--- config.mk ---
export PLATFORM = sky130hd
export DESIGN_NAME = tnn_neuron_seq_flat
export DESIGN_NICKNAME = d
export VERILOG_FILES = /design/src/rtl/tnn_pkg.sv /design/src/rtl/tnn_neuron_seq_if.sv /design/src/rtl/tnn_mac_lane.sv /design/src/rtl/tnn_neuron_seq.sv /design/src/flat_wrapper.sv
export SDC_FILE = /design/constraint.sdc
export NUM_CORES = 1
export LEC_CHECK = 0
export CAP_MARGIN = 25
export CELL_PAD_IN_SITES_DETAIL_PLACEMENT = 2
export CELL_PAD_IN_SITES_GLOBAL_PLACEMENT = 2
export CORE_ASPECT_RATIO = 0.8
export CORE_MARGIN = 2
export CORE_UTILIZATION = 33
export DETAILED_ROUTE_END_ITERATION = 8
export PLACE_DENSITY_LB_ADDON = 0.15
export SLEW_MARGIN = 30
export SYNTH_ARGS = -nofsm -noshare
export SYNTH_HDL_FRONTEND = slang
export SYNTH_SLANG_ARGS = --single-unit
--- constraint.sdc ---
create_clock -name clk -period 2.8 [get_ports clk]
set_clock_uncertainty 0.05 [all_clocks]
set_input_delay 0.56 -clock clk [delete_from_list [all_inputs] [get_ports clk]]
set_output_delay 0.56 -clock clk [all_outputs]
set_load 0.05 [all_outputs]
--- src/rtl/tnn_pkg.sv ---
// tnn_pkg: shared weight encodings, FSM states and accumulator sizing for the TNN neuron
package tnn_pkg;
  localparam logic [1:0] W_POS = 2'b01;
  localparam logic [1:0] W_NEG = 2'b11;
  localparam logic [1:0] W_ZERO = 2'b00;
  typedef enum logic [1:0] {IDLE, ACC, DONE} state_t;
  function automatic int acc_width(int n_in, int w, int drop);
    return (w - drop) + $clog2(n_in + 1) + 1;
  endfunction
endpackage

--- src/rtl/tnn_neuron_seq_if.sv ---
// tnn_neuron_seq_if: feature-in / decision-out valid-ready handshakes of the neuron
interface tnn_neuron_seq_if #(parameter int N_IN = 3, parameter int W = 3);
  logic in_valid;
  logic in_ready;
  logic [N_IN*W-1:0] in_data;
  logic out_valid;
  logic out_ready;
  logic out_bit;
  modport master(output in_valid, in_data, out_ready, input in_ready, out_valid, out_bit);
  modport slave(input in_valid, in_data, out_ready, output in_ready, out_valid, out_bit);
endinterface

--- src/rtl/tnn_mac_lane.sv ---
// tnn_mac_lane: ternary weight decode of one truncated feature into a signed term
module tnn_mac_lane import tnn_pkg::*; #(
  parameter int W = 3,
  parameter int DROP_LSB = 0,
  parameter int ACC_W = 6
) (
  input logic [W-1:0] x,
  input logic [1:0] w,
  output logic signed [ACC_W-1:0] term
);
  logic signed [ACC_W-1:0] mag;
  assign mag = ACC_W'(x >> DROP_LSB);
  // 2'b10 is an unused code and decodes to zero like W_ZERO
  assign term = (w == W_POS) ? mag : (w == W_NEG) ? -mag : '0;
endmodule

--- src/rtl/tnn_neuron_seq.sv ---
// tnn_neuron_seq: sequential ternary-weight threshold neuron, LANES features per cycle
module tnn_neuron_seq import tnn_pkg::*; #(
  parameter int N_IN = 3,
  parameter int W = 3,
  parameter int LANES = 1,
  parameter logic [2*N_IN-1:0] WEIGHTS = 6'h15,
  parameter int THRESH = 4,
  parameter int DROP_LSB = 0
) (
  input logic clk,
  input logic rst_n,
  tnn_neuron_seq_if.slave io,
  output logic busy
);
  localparam int ACC_W = acc_width(N_IN, W, DROP_LSB);
  localparam int BEATS = (N_IN + LANES - 1) / (LANES < 1 ? 1 : LANES);
  localparam int PW = (BEATS + 1) * LANES;
  localparam int BW = $clog2(BEATS + 1);
  localparam int IW = $clog2(PW);
  localparam logic signed [ACC_W-1:0] TH = ACC_W'(THRESH);
  if (LANES < 1 || LANES > N_IN || DROP_LSB < 0 || DROP_LSB >= W) begin : g_bad
    $error("tnn_neuron_seq: LANES must be 1..N_IN and DROP_LSB 0..W-1");
  end
  state_t state, state_n;
  logic [1:0] rst_sync;
  logic rst_i;
  logic [N_IN*W-1:0] x_q;
  logic signed [ACC_W-1:0] acc, sum;
  logic [BW-1:0] beat;
  logic fin, out_q;
  logic [W-1:0] x_arr [PW];
  logic [1:0] w_arr [PW];
  logic signed [ACC_W-1:0] terms [LANES];
  always_ff @(posedge clk or negedge rst_n)
    if (!rst_n) rst_sync <= 2'b00;
    else rst_sync <= {rst_sync[0], 1'b1};
  assign rst_i = rst_sync[1];
  // one spare zero-weight beat of padding covers partial final beats and the compare cycle
  for (genvar i = 0; i < PW; i++) begin : g_pad
    if (i < N_IN) begin : g_real
      assign x_arr[i] = x_q[i*W +: W];
      assign w_arr[i] = WEIGHTS[2*i +: 2];
    end else begin : g_zero
      assign x_arr[i] = '0;
      assign w_arr[i] = W_ZERO;
    end
  end
  for (genvar k = 0; k < LANES; k++) begin : g_lane
    logic [IW-1:0] idx;
    assign idx = IW'(int'(beat) * LANES + k);
    tnn_mac_lane #(.W(W), .DROP_LSB(DROP_LSB), .ACC_W(ACC_W)) u_lane (
      .x(x_arr[idx]),
      .w(w_arr[idx]),
      .term(terms[k])
    );
  end
  always_comb begin
    sum = '0;
    for (int k = 0; k < LANES; k++) sum = sum + terms[k];
  end
  assign fin = beat == BW'(BEATS);
  always_comb begin
    state_n = state;
    if (state == IDLE && io.in_valid) state_n = ACC;
    if (state == ACC && fin) state_n = DONE;
    if (state == DONE && io.out_ready) state_n = IDLE;
  end
  assign io.in_ready = state == IDLE;
  assign io.out_valid = state == DONE;
  assign io.out_bit = out_q;
  assign busy = state != IDLE;
  always_ff @(posedge clk or negedge rst_i)
    if (!rst_i) begin
      state <= IDLE;
      x_q <= '0;
      acc <= '0;
      beat <= '0;
      out_q <= 1'b0;
    end else begin
      state <= state_n;
      if (state == IDLE && io.in_valid) begin
        x_q <= io.in_data;
        acc <= '0;
        beat <= '0;
      end else if (state == ACC && !fin) begin
        acc <= acc + sum;
        beat <= beat + BW'(1);
      end
      if (state == ACC && fin) out_q <= acc >= TH;
    end
endmodule
--- src/flat_wrapper.sv ---
// flat-port wrapper written by rule: the top's interface ports become plain ports
module tnn_neuron_seq_flat import tnn_pkg::*;
#(
  parameter int N_IN = 3,
  parameter int W = 3,
  parameter int LANES = 1,
  parameter logic [2*N_IN-1:0] WEIGHTS = 6'h15,
  parameter int THRESH = 4,
  parameter int DROP_LSB = 0
)
  (clk, rst_n, busy, io_in_valid, io_in_data, io_out_ready, io_in_ready, io_out_valid, io_out_bit);
  tnn_neuron_seq_if #(.N_IN(N_IN), .W(W)) io_i ();
  input logic clk;
  input logic rst_n;
  output logic busy;
  input wire logic [$bits(io_i.in_valid)-1:0] io_in_valid;
  input wire logic [$bits(io_i.in_data)-1:0] io_in_data;
  input wire logic [$bits(io_i.out_ready)-1:0] io_out_ready;
  output wire logic [$bits(io_i.in_ready)-1:0] io_in_ready;
  output wire logic [$bits(io_i.out_valid)-1:0] io_out_valid;
  output wire logic [$bits(io_i.out_bit)-1:0] io_out_bit;
  assign io_i.in_valid = io_in_valid;
  assign io_i.in_data = io_in_data;
  assign io_i.out_ready = io_out_ready;
  assign io_in_ready = io_i.in_ready;
  assign io_out_valid = io_i.out_valid;
  assign io_out_bit = io_i.out_bit;
  tnn_neuron_seq #(.N_IN(N_IN), .W(W), .LANES(LANES), .WEIGHTS(WEIGHTS), .THRESH(THRESH), .DROP_LSB(DROP_LSB)) u_core (.clk(clk), .rst_n(rst_n), .io(io_i), .busy(busy));
endmodule
# Word-level counts from Yosys, hierarchy flattened
# Cells that the tools add are included.
[op_classes]
n_addsub = 3
order_cmp = 2
eq_ne = 5
muxes = 15
bitwise_logic = 1
n_reduce_logical = 9
[ops]
columns = ["cell", "n"]
rows = [
  ["two-way mux 6 bit", 4],
  ["two-way mux 2 bit", 7],
  ["adder 6 bit", 1],
  ["binary-select mux 3 bit (select 2 bit)", 1],
  ["== test 2 bit (second input constant)", 3],
  [">= comparator 6 x 4 -> 1 bit (second input constant)", 1],
  ["two-way mux 3 bit", 2],
  ["negator 3 -> 6 bit", 1],
  ["binary-select mux 2 bit (select 2 bit)", 1],
  ["== test 2 x 1 -> 1 bit (second input constant)", 2],
  ["logical AND 1 bit", 4],
  ["nonzero test 2 bit", 2],
  [">= comparator 3 bit (second input constant)", 1],
  ["inverter 2 -> 3 bit", 1],
  ["nonzero test 3 bit", 1],
  ["adder 2 x 1 -> 2 bit (second input constant)", 1],
  ["zero test 2 bit", 1],
  ["zero test 1 bit", 1],
]
[totals]
ff_bits = 22
input_bits = 13
out_inout_bits = 4
wordCells = 41

# Logic depth before layout (Yosys ltp)
[depth]
depth_word = 10
depth_mapped = 9

# By module
# From an unflattened synthesis, not the netlist that was laid out.
[hier_totals]
cells_unflattened = 112
area_unflattened_um2 = 1238.7
[modules_own_cells]
columns = ["module", "n_inst", "cells_each", "area_each_um2"]
rows = [
  ["tnn_neuron_seq", 1, 98, 1142.3],
  ["tnn_mac_lane", 1, 14, 96.3],
]

# Least setup slack after synthesis
# OpenSTA, ideal clock, no wires.
[synth_timing]
path_type = "reg2reg"
start = "register u_core.beat[1]"
end = "register u_core.acc[3]"
setup_time_ns = 0.079
t_arrival_ns = 1.909
t_required_ns = 2.671
setup_slack_ns = 0.761
path_stages_with_launch = 9
synth_period_minus_slack_ns = 2.039
cell_sequence = "dfrtp_1 -> buf_2 -> mux2i_1 -> or2_2 -> a21oi_1 -> ha_1 -> and3_1 -> o21ai_0 -> mux2i_1"
[synth_between]
elab_chain_len = 10
[synth_lines]
columns = ["element", "line", "source"]
rows = [
  ["start: declaration", "tnn_neuron_seq.sv:29", "logic [BW-1:0] beat;"],
  ["start signal: assignment", "tnn_neuron_seq.sv:87", "beat <= beat + BW'(1);"],
  ["inverter 2 -> 3 bit (not written as such)", "tnn_neuron_seq.sv:52, tnn_neuron_seq.sv:53", ""],
  ["binary-select mux 3 bit (select 2 bit) or binary-select mux 2 bit (select 2 bit) (tied branches)", "tnn_neuron_seq.sv:52, tnn_neuron_seq.sv:53", ""],
  ["two-way mux 3 bit (not written as such) or two-way mux 2 bit (tied branches) (2 in series)", "tnn_neuron_seq.sv:52, tnn_neuron_seq.sv:53", ""],
  ["negator 3 -> 6 bit or == test 2 bit (tied branches)", "tnn_mac_lane.sv:14", "assign term = (w == W_POS) ? mag : (w == W_NEG) ? -mag : '0;"],
  ["two-way mux 6 bit (2 in series)", "tnn_mac_lane.sv:14", ""],
  ["adder 6 bit", "tnn_neuron_seq.sv:86", "acc <= acc + sum;"],
  ["two-way mux 6 bit", "tnn_neuron_seq.sv:85", "end else if (state == ACC && !fin) begin"],
  ["two-way mux 6 bit", "tnn_neuron_seq.sv:81", "if (state == IDLE && io.in_valid) begin"],
  ["end signal: assignment", "tnn_neuron_seq.sv:86", ""],
  ["end: declaration", "tnn_neuron_seq.sv:28", "logic signed [ACC_W-1:0] acc, sum;"],
]
# Several ways; a longest one is shown, not always the timed one. The select of a mux whose other input is x is not followed.
# A chain may end at the register's enable or synchronous reset.

# Final worst setup path
[layout_timing]
start = "register u_core.state[1]"
end = "output port io_in_ready"
[layout_between]
elab_chain_len = 1
[layout_lines]
columns = ["element", "line", "source"]
rows = [
  ["start: declaration", "tnn_neuron_seq.sv:24", "state_t state, state_n;"],
  ["start signal: assignment", "tnn_neuron_seq.sv:80", "state <= state_n;"],
  ["zero test 2 bit", "tnn_neuron_seq.sv:68", "assign io.in_ready = state == IDLE;"],
  ["end: declaration", "flat_wrapper.sv:19", "output wire logic [$bits(io_i.in_ready)-1:0] io_in_ready;"],
]
# Every way passes these cells.

==> metrics.yaml <==
status: "finished, final reports clean"
synthCells: 109
p_per_area_nw_per_um2: 433
grt_overflow: 0
synth_nets: 127
area_delta_synth_final_pct: 22.1
dp_cells: 162
drive_gt1_share_pct: 7.20
async_reset_ff_share_pct: 100
initial_utilization_pct: 34.7
wl_per_cell_um: 14.8
arrival_ps: 1950
grt_max_degree: 21
place_hpwl_um: 1850
fin_crit_ps: 2560
cts_resized: 0
drt_pass1_iterations: 4
synthTopCellsByArea: "dfrtp_1 51%, nand2_1 13%, mux2i_1 5.6%"
setup_violations: 0
gp_congestion: 0.778
cts_setup_buffers: 0
cp_data_required_time_ps: 2190
vias_per_cell: 4.92
maxCapViolations: 0
yosysSeqAreaShare_pct: 51.0
synth_area_sq_um: 1080
cts_buffers: 3
track_usage_pct: 16.0
htree_levels: 1
cts.path.max_buffers: 2
yosysMostFrequentCell: "nand2_1"
max_freq_mhz: 391
yosysTopAreaCellShare_pct: 51.0
diodes: 0
peakVddDrop_v: 0.000237
total_leakage_power_nw: 0.645
ys_types: 29
dieArea_sq_um: 3750
cp-start-kind: "flip-flop"
io_pins: 17
path_class: "flip-flop to output port"
grt_pass1_vias: 885
fin_crit_sh_pct: 91.3
ant_nets: 0
dpl-instance-area_sq_um: 1280
portBuffers: 16
core_area_sq_um: 3110
grt_pass1_wl_um: 4260
yosysTopAreaCell: "dfrtp_1"
fp.dieW_um: 68.0
layout.cells.non_filler: 165
stdcell_area_sq_um: 1320
ys_seq_elements: 22
hold_viol_final: 0
tightest_slew_ps: 856
timing.slew.headroom_pct: 42.9
fillCellCount: 341
yosysWarnings: 0
antenna_found_initial: 0
die_y_um: 55.2
vias: 812
synth_area_per_cell_sq_um: 9.91
yosys-top-cells-count: "36 x nand2_1, 22 x dfrtp_1, 6 x mux2i_1"
rsz0062_at_grt: "false"
drc: 0
cts_hold_buf: 0
drtIter0Drc: 19
cp_max_fo: 9
row_count: 18
worstSkewPairLatency_ps: 260
cts_sinks: 22
synth-edff-count: 0
slew_violations: 0
cts_tree: "yes"
cts-root-buf: "clkbuf_8"
setup_tns_ps: 0
nNetsFinal: 145
path_clk_slew_ps: 80
endpoint_kind: "output port"
dominantRegCellSynth: "dfrtp_1"
hp-class: "flip-flop to async pin"
wirelength_um: 2440
-- worst max-delay path, stage by stage, from the launching register on --
cell	delay [ps]
dfrtp_1	490
or2_2	350
inv_1	60
clkdlybuf4s50_1	790
-- worst paths after layout --
kind / from / to / slack [ps] / cells past startpoint
max: u_core.state[1] / io_in_ready / 240 / 3
min: u_core.rst_sync[1] / u_core.beat[0] / 300 / 0
max reg2reg: u_core.beat[1] / u_core.acc[4] / 600 / 7
min reg2reg: u_core.rst_sync[1] / u_core.beat[0] / 300 / 0
max in group asynchronous: u_core.rst_sync[1] / u_core.x_q[0] / 1860 / 0
min in group clk: u_core.rst_sync[0] / u_core.rst_sync[1] / 300 / 0
-- where the power goes --
group | internal [mW] | total [mW] | switching (mW)
Combinational | 0.0242 | 0.0371 | 0.0130
Clock | 0.0960 | 0.197 | 0.101
Sequential | 0.326 | 0.337 | 0.0103
-- cells by family after synthesis --
family	Yosys count	share of synthesized area, %
DFF	22	51.0
muxes	7	6.95
adders and majority gates	5	6.49
buffers and inverters	7	2.90
AOI/OAI and AO/OA	15	9.62
xor gates and xnor gates	1	0.811
other	1	0.347
and+or+nand+nor	51	21.9
-- placed cells by master (no fill, tap or decap), drive strengths merged --
cell / n
a211oi: 1
a21o: 2
a21oi: 2
a22o: 3
and2: 1
and2b: 1
and3: 1
buf: 1
clkbuf: 3
clkdlybuf4s50: 16
conb: 1
dfrtp: 22
fa: 1
ha: 4
inv: 3
mux2: 1
mux2i: 6
nand2: 36
nand3: 1
nor2: 3
nor2b: 1
nor3: 1
nor3b: 2
o211ai: 1
o21ai: 4
o22a: 1
o41ai: 1
or2: 3
or3b: 1
xnor2: 1
-- metal layers --
layer | GRT usage, % | vias up | wire, um
met4 | 6.00 | 0 | 36
li1 | - | 396 | -
met3 | 4.25 | 4 | 59
met2 | 26.1 | 7 | 1180
met5 | 0 | - | 0
met1 | 20.5 | 405 | 1170
-- through the flow --
step | util (%) | worst slack, ps | hold slack [ps] | power, mW
6_report | 42.4 | 244 | 298 | 0.571
3_5_place_dp | 41.1 | 521 | 289 | 0.381
3_3_place_gp | 41.1 | 568 | 290 | 0.379
2_1_floorplan | - | 761 | 203 | 0.356
5_1_grt | 42.4 | 165 | 319 | 0.598
4_1_cts | 42.4 | 224 | 307 | 0.582
-- cell type report --
type	count	area (sq um)	share of cell area, %
Inverter	3	11.3	0.854
Sequential cell	22	551	41.7
Tap cell	40	50.0	3.80
Clock buffer	3	41.3	3.13
Multi-Input combinational cell	80	498	37.8
Timing Repair Buffer	17	168	12.7
-- flip-flops by register name (all words and copies together) (netlist names) --
register and flops:
u_core.acc 6, u_core.beat 2, u_core.io.out_bit 1, u_core.rst_sync 2, u_core.state 2, u_core.x_q 9
No activity file was read; power rests on OpenSTA's default activity.
